<file path="src/rtl/pc_fetch_unit.sv">
// Program-counter and instruction-fetch sequencer: fetches from instruction memory, holds the
// instruction for execution, resolves branches/jumps and tracks retired instructions.
module pc_fetch_unit #(
  parameter logic [31:0] RESET_PC     = 32'h0000_0000,
  parameter int unsigned IMEM_TIMEOUT = 16
) (
  input  logic        clk,
  input  logic        rst_n,
  input  logic [4:0]  BrOp,
  input  logic [31:0] RURs1,
  input  logic [31:0] RURs2,
  input  logic [31:0] ALURes,
  input  logic        hold,
  output logic        imem_req,
  output logic [31:0] imem_addr,
  input  logic        imem_valid,
  input  logic [31:0] imem_rdata,
  output logic [31:0] Inst,
  output logic        inst_valid,
  output logic [31:0] PC,
  output logic [31:0] PCInc,
  output logic [31:0] retire_cnt,
  output logic [1:0]  err
);

  localparam int unsigned TmoW = (IMEM_TIMEOUT > 1) ? $clog2(IMEM_TIMEOUT) : 1;
  localparam logic [TmoW-1:0] TmoLast = TmoW'(IMEM_TIMEOUT - 1);
  localparam logic [31:0] NopInst = 32'h0000_0013;

  localparam logic [1:0] ErrNone       = 2'b00;
  localparam logic [1:0] ErrMisaligned = 2'b01;
  localparam logic [1:0] ErrTimeout    = 2'b10;

  typedef enum logic [1:0] {StIdle, StFetch, StExec, StHalt} state_e;

  state_e          state_q, state_d;
  logic [31:0]     pc_q, pc_d;
  logic [31:0]     inst_q, inst_d;
  logic [31:0]     retire_q, retire_d;
  logic [1:0]      err_q, err_d;
  logic [TmoW-1:0] tmo_q, tmo_d;

  logic [31:0] pc_inc;
  logic [31:0] target;
  logic        eq, lt_s, lt_u;
  logic        cond;
  logic        taken;

  assign pc_inc = pc_q + 32'd4;
  assign target = {ALURes[31:1], 1'b0};
  assign eq     = (RURs1 == RURs2);
  assign lt_s   = ($signed(RURs1) < $signed(RURs2));
  assign lt_u   = (RURs1 < RURs2);

  always_comb begin
    cond = 1'b0;
    case (BrOp[2:0])
      3'b000:  cond = eq;
      3'b001:  cond = ~eq;
      3'b100:  cond = lt_s;
      3'b101:  cond = ~lt_s;
      3'b110:  cond = lt_u;
      3'b111:  cond = ~lt_u;
      default: cond = 1'b0;
    endcase
  end

  // BrOp[4] is an unconditional jump and overrides the conditional-branch bits.
  assign taken = BrOp[4] | (BrOp[3] & cond);

  always_comb begin
    state_d  = state_q;
    pc_d     = pc_q;
    inst_d   = inst_q;
    retire_d = retire_q;
    err_d    = err_q;
    tmo_d    = tmo_q;
    unique case (state_q)
      StIdle: begin
        tmo_d   = '0;
        state_d = StFetch;
      end
      StFetch: begin
        if (imem_valid) begin
          inst_d  = imem_rdata;
          tmo_d   = '0;
          state_d = StExec;
        end else if (tmo_q == TmoLast) begin
          if (err_q == ErrNone) err_d = ErrTimeout;
          state_d = StHalt;
        end else begin
          tmo_d = tmo_q + 1'b1;
        end
      end
      StExec: begin
        if (!hold) begin
          if (taken && target[1]) begin
            if (err_q == ErrNone) err_d = ErrMisaligned;
            state_d = StHalt;
          end else begin
            pc_d     = taken ? target : pc_inc;
            retire_d = retire_q + 32'd1;
            state_d  = StFetch;
          end
        end
      end
      StHalt: begin
      end
      default: state_d = StIdle;
    endcase
  end

  always_ff @(posedge clk or negedge rst_n) begin
    if (!rst_n) begin
      state_q  <= StIdle;
      pc_q     <= RESET_PC;
      inst_q   <= NopInst;
      retire_q <= '0;
      err_q    <= ErrNone;
      tmo_q    <= '0;
    end else begin
      state_q  <= state_d;
      pc_q     <= pc_d;
      inst_q   <= inst_d;
      retire_q <= retire_d;
      err_q    <= err_d;
      tmo_q    <= tmo_d;
    end
  end

  assign imem_req   = (state_q == StFetch);
  assign imem_addr  = pc_q;
  assign inst_valid = (state_q == StExec);
  assign Inst       = inst_q;
  assign PC         = pc_q;
  assign PCInc      = pc_inc;
  assign retire_cnt = retire_q;
  assign err        = err_q;

endmodule

</file>
<file path="config.mk">
export PLATFORM = sky130hd
export DESIGN_NAME = pc_fetch_unit
export DESIGN_NICKNAME = d
export VERILOG_FILES = /design/src/rtl/pc_fetch_unit.sv
export SDC_FILE = /design/constraint.sdc
export NUM_CORES = 1
export LEC_CHECK = 0
export BUFFER_PORTS_ARGS = -buffer_cell sky130_fd_sc_hd__buf_2
export CELL_PAD_IN_SITES_DETAIL_PLACEMENT = 1
export CELL_PAD_IN_SITES_GLOBAL_PLACEMENT = 1
export CORE_MARGIN = 2
export CORE_UTILIZATION = 38
export CTS_BUF_LIST = sky130_fd_sc_hd__clkbuf_8
export DETAILED_ROUTE_END_ITERATION = 10
export HOLD_SLACK_MARGIN = 0.03
export PLACE_DENSITY_LB_ADDON = 0.1
export SLEW_MARGIN = 20
export SYNTH_ARGS = -nofsm -noshare
export SYNTH_HDL_FRONTEND = slang
export SYNTH_SLANG_ARGS = --single-unit
</file>
<file path="constraint.sdc">
create_clock -name clk -period 5 [get_ports clk]
set_clock_uncertainty 0.05 [all_clocks]
set_input_delay 0 -clock clk [delete_from_list [all_inputs] [get_ports clk]]
set_output_delay 0 -clock clk [all_outputs]
set_load 0.05 [all_outputs]
</file>
==> reports/results.tsv <==
metric	value	unit
status	completed	
chipWidth	134	um
grt_usage	24.5	%
start_util	38.7	%
synth_area_leaders	dfrtp_1, ha_1, xnor2_1, mux2_2, buf_4	
synth_ff_type	dfrtp_1	
drt_iter0_drc	190	
ys_ff_latch	103	
timing.rr.start	PC[3]	
numCtsBuffers	9	
cts.repair.resized	0	
clock-root-buffer	clkbuf_8	
gp_congestion	0.796	
syn_area	6400	um^2
power_leakage	4.43	nW
synth_top_family_by_area	simple AND/OR/NAND/NOR gates	
tritoncts	done	
clockBufferDepth	2	
cp_num_buf_inv	1	
clock.fmax	301	MHz
totalWireLength	21.7	mm
htreeDepth	3	
hold_path_startpoint	hold	
path_delay_family	simple AND/OR/NAND/NOR gates	
num_vias	6222	
antenna_left	0	
ys_warn_count	0	
yosys.area.top_type	dfrtp_1	
grt_pass1_vias	6803	
slew_violations	0	
cap_violations	0	
peakVddDrop	0.000437	V
clkLatencyLatePin	0.37	ns
die_h	134	um
viasPerCell	5.12	
numPlacedInstances	1132	
final.setup.tns	0	ns
layout-drive-gt1-share	36.7	%
power.density	575	nW/um^2
final_cells	1215	
arrival	3.27	ns
synth.most_common_cell	dfrtp_1	
slowest_stage	nor4_2	
synth_top_area_share	39.1	%
worst-endpoint-required	4.95	ns
clk_pin_slew	0.10	ns
synth-seq-area-share	40.3	%
grt_pass1_wl	35.2	mm
maxSlewHeadroom	39.6	%
yosys.area_share.simple	17.2	%
path_class	register to primary output	
synth-adder-area-share	7.63	%
grt_max_degree	55	
tightestPinTransition	0.903	ns
dp_hpwl	15.7	mm
startpoint_type	register	
layout.nets	1166	
portBuffers	296	
antenna_found_initial	0	
async_reset_ff_share	100	%
crit_path_end_kind	primary output	
firstDrtPassIters	4	
rows	47	
setup.worst_path.start	PC[3]	
syn_to_final_growth	36.2	%
finalCritPeriodShare	66.4	%
path_cells	nand3_1 -> nor4_2 -> and2_1 -> nand2_1 -> nor2_1 -> and3_1 -> xor2_1 -> buf_2	
final_hold_viol_count	0	
antenna_cells	0	
synth-xor-area-share	8.21	%
synth_cell_type_count	55	
coreArea	16500	um^2
ioPinCount	301	
setup_violations	0	
hold_slack	0.0451	ns
cts.sinks	103	
layout_min_cycle_time	3.32	ns
yosys-top-cells-count	dfrtp_1, inv_1, xnor2_1	
max_stage_delay	0.63	ns
path_max_fanout	6	
hold_class	input port to register	
die_area	17900	um^2
synth.area.mux_share	5.81	%
post-route-drc-count	0	
synth_edf_count	0	
place_area	7850	um^2
rsz0062_at_grt	false	
synth_cells	667	
synth_compound_gate_area_share	11.5	%
overflow	0	
synth_area_per_cell	9.59	um^2
post-route-cell-area	8710	um^2
wl_per_cell	17.9	um
[kinds of logic (layout without fill, tap and decap cells)]
logic type | Yosys count | in the layout
fa+ha+maj | 39 | 39
simple gates | 200 | 200
mux | 33 | 33
compound gates | 113 | 113
flops | 103 | 103
other cells | 1 | 3
xor+xnor | 60 | 60
buf+inv | 118 | 444
[power breakdown]
| group | switching [mW] | internal (mW) | leakage (nW) | total (mW) |
|---|---|---|---|---|
| Sequential | 0.303 | 1.11 | 1.28 | 1.41 |
| Clock | 0.321 | 0.187 | 0.0900 | 0.509 |
| Combinational | 2.32 | 0.770 | 3.06 | 3.09 |
[repair_timing]
action | 4_1_cts | 5_1_grt
endpoints found under the setup margin | 0 | 0
hold buffers | 66 | 0
endpoints found under the hold margin | 115 | 0
setup buffers | 0 | 0
[flip-flops by register name, summed over array words and instances (netlist names)]
name / cells
Inst: 32
PC: 31
err: 2
retire_cnt: 32
tmo_q: 4
state_q: 2
[layer usage]
metal  vias up  share of wire (%)  GRT usage, %
li1       2951                  -             -
met1      3034                 40          28.5
met2       213                 53          44.8
met3        24                6.4          5.56
met4         0                1.5          7.27
met5         -                  0             0
[placed cells by master, fill, tap and decap left out, types with 6 or more instances in the layout]
cell and count:
nor3_1 10, xnor2_1 44, o21ai_0 21, nand2_1 42
inv_1 61, dlygate4sd3_1 66, dfrtp_1 100, and3_1 16
buf_2 295, and2_1 8, clkbuf_8 9, a21oi_1 37
buf_4 6, mux2_2 33, nor2_1 29, nand3_1 36
xor2_1 16, nand4_1 21, ha_1 39, o22ai_1 13
and4_1 12
[through the flow]
stage / utilization, % / power, mW / worst slack, ns
6_report: 52.7 / 5.01 / 1.68
5_1_grt: 52.7 / 5.28 / 1.41
4_1_cts: 52.6 / 5.02 / 1.69
3_5_place_dp: 47.5 / 4.46 / 1.63
3_3_place_gp: 47.5 / 4.38 / 1.69
2_1_floorplan: - / 3.81 / 1.54
[layout make-up]
| class | count | area [um^2] |
|---|---|---|
| clock buffers | 9 | 124 |
| clock inverters | 7 | 61.3 |
| fillers | 1961 | 7810 |
| inverters | 60 | 225 |
| multi-input cells | 448 | 3250 |
| flip-flops and latches | 103 | 2580 |
| well taps | 220 | 275 |
| repair buffers | 368 | 2200 |
[final timing paths]
path	slack, ns	depth (start not counted)	end
setup / recovery	1.68	8	PCInc[31]
hold / removal	0.05	4	state_q[0]
setup reg to reg	2.08	8	PC[31]
hold reg to reg	0.44	1	retire_cnt[31]
max in group asynchronous	3.57	3	PC[13]
min in group asynchronous	0.13	2	PC[24]
[worst min-delay path, delay by kind of cell]
kind	cells	cell delay (ns)
compound gates	3	0.31
buf+inv	1	0.12
Note: power is estimated with default switching activity, not from simulation.
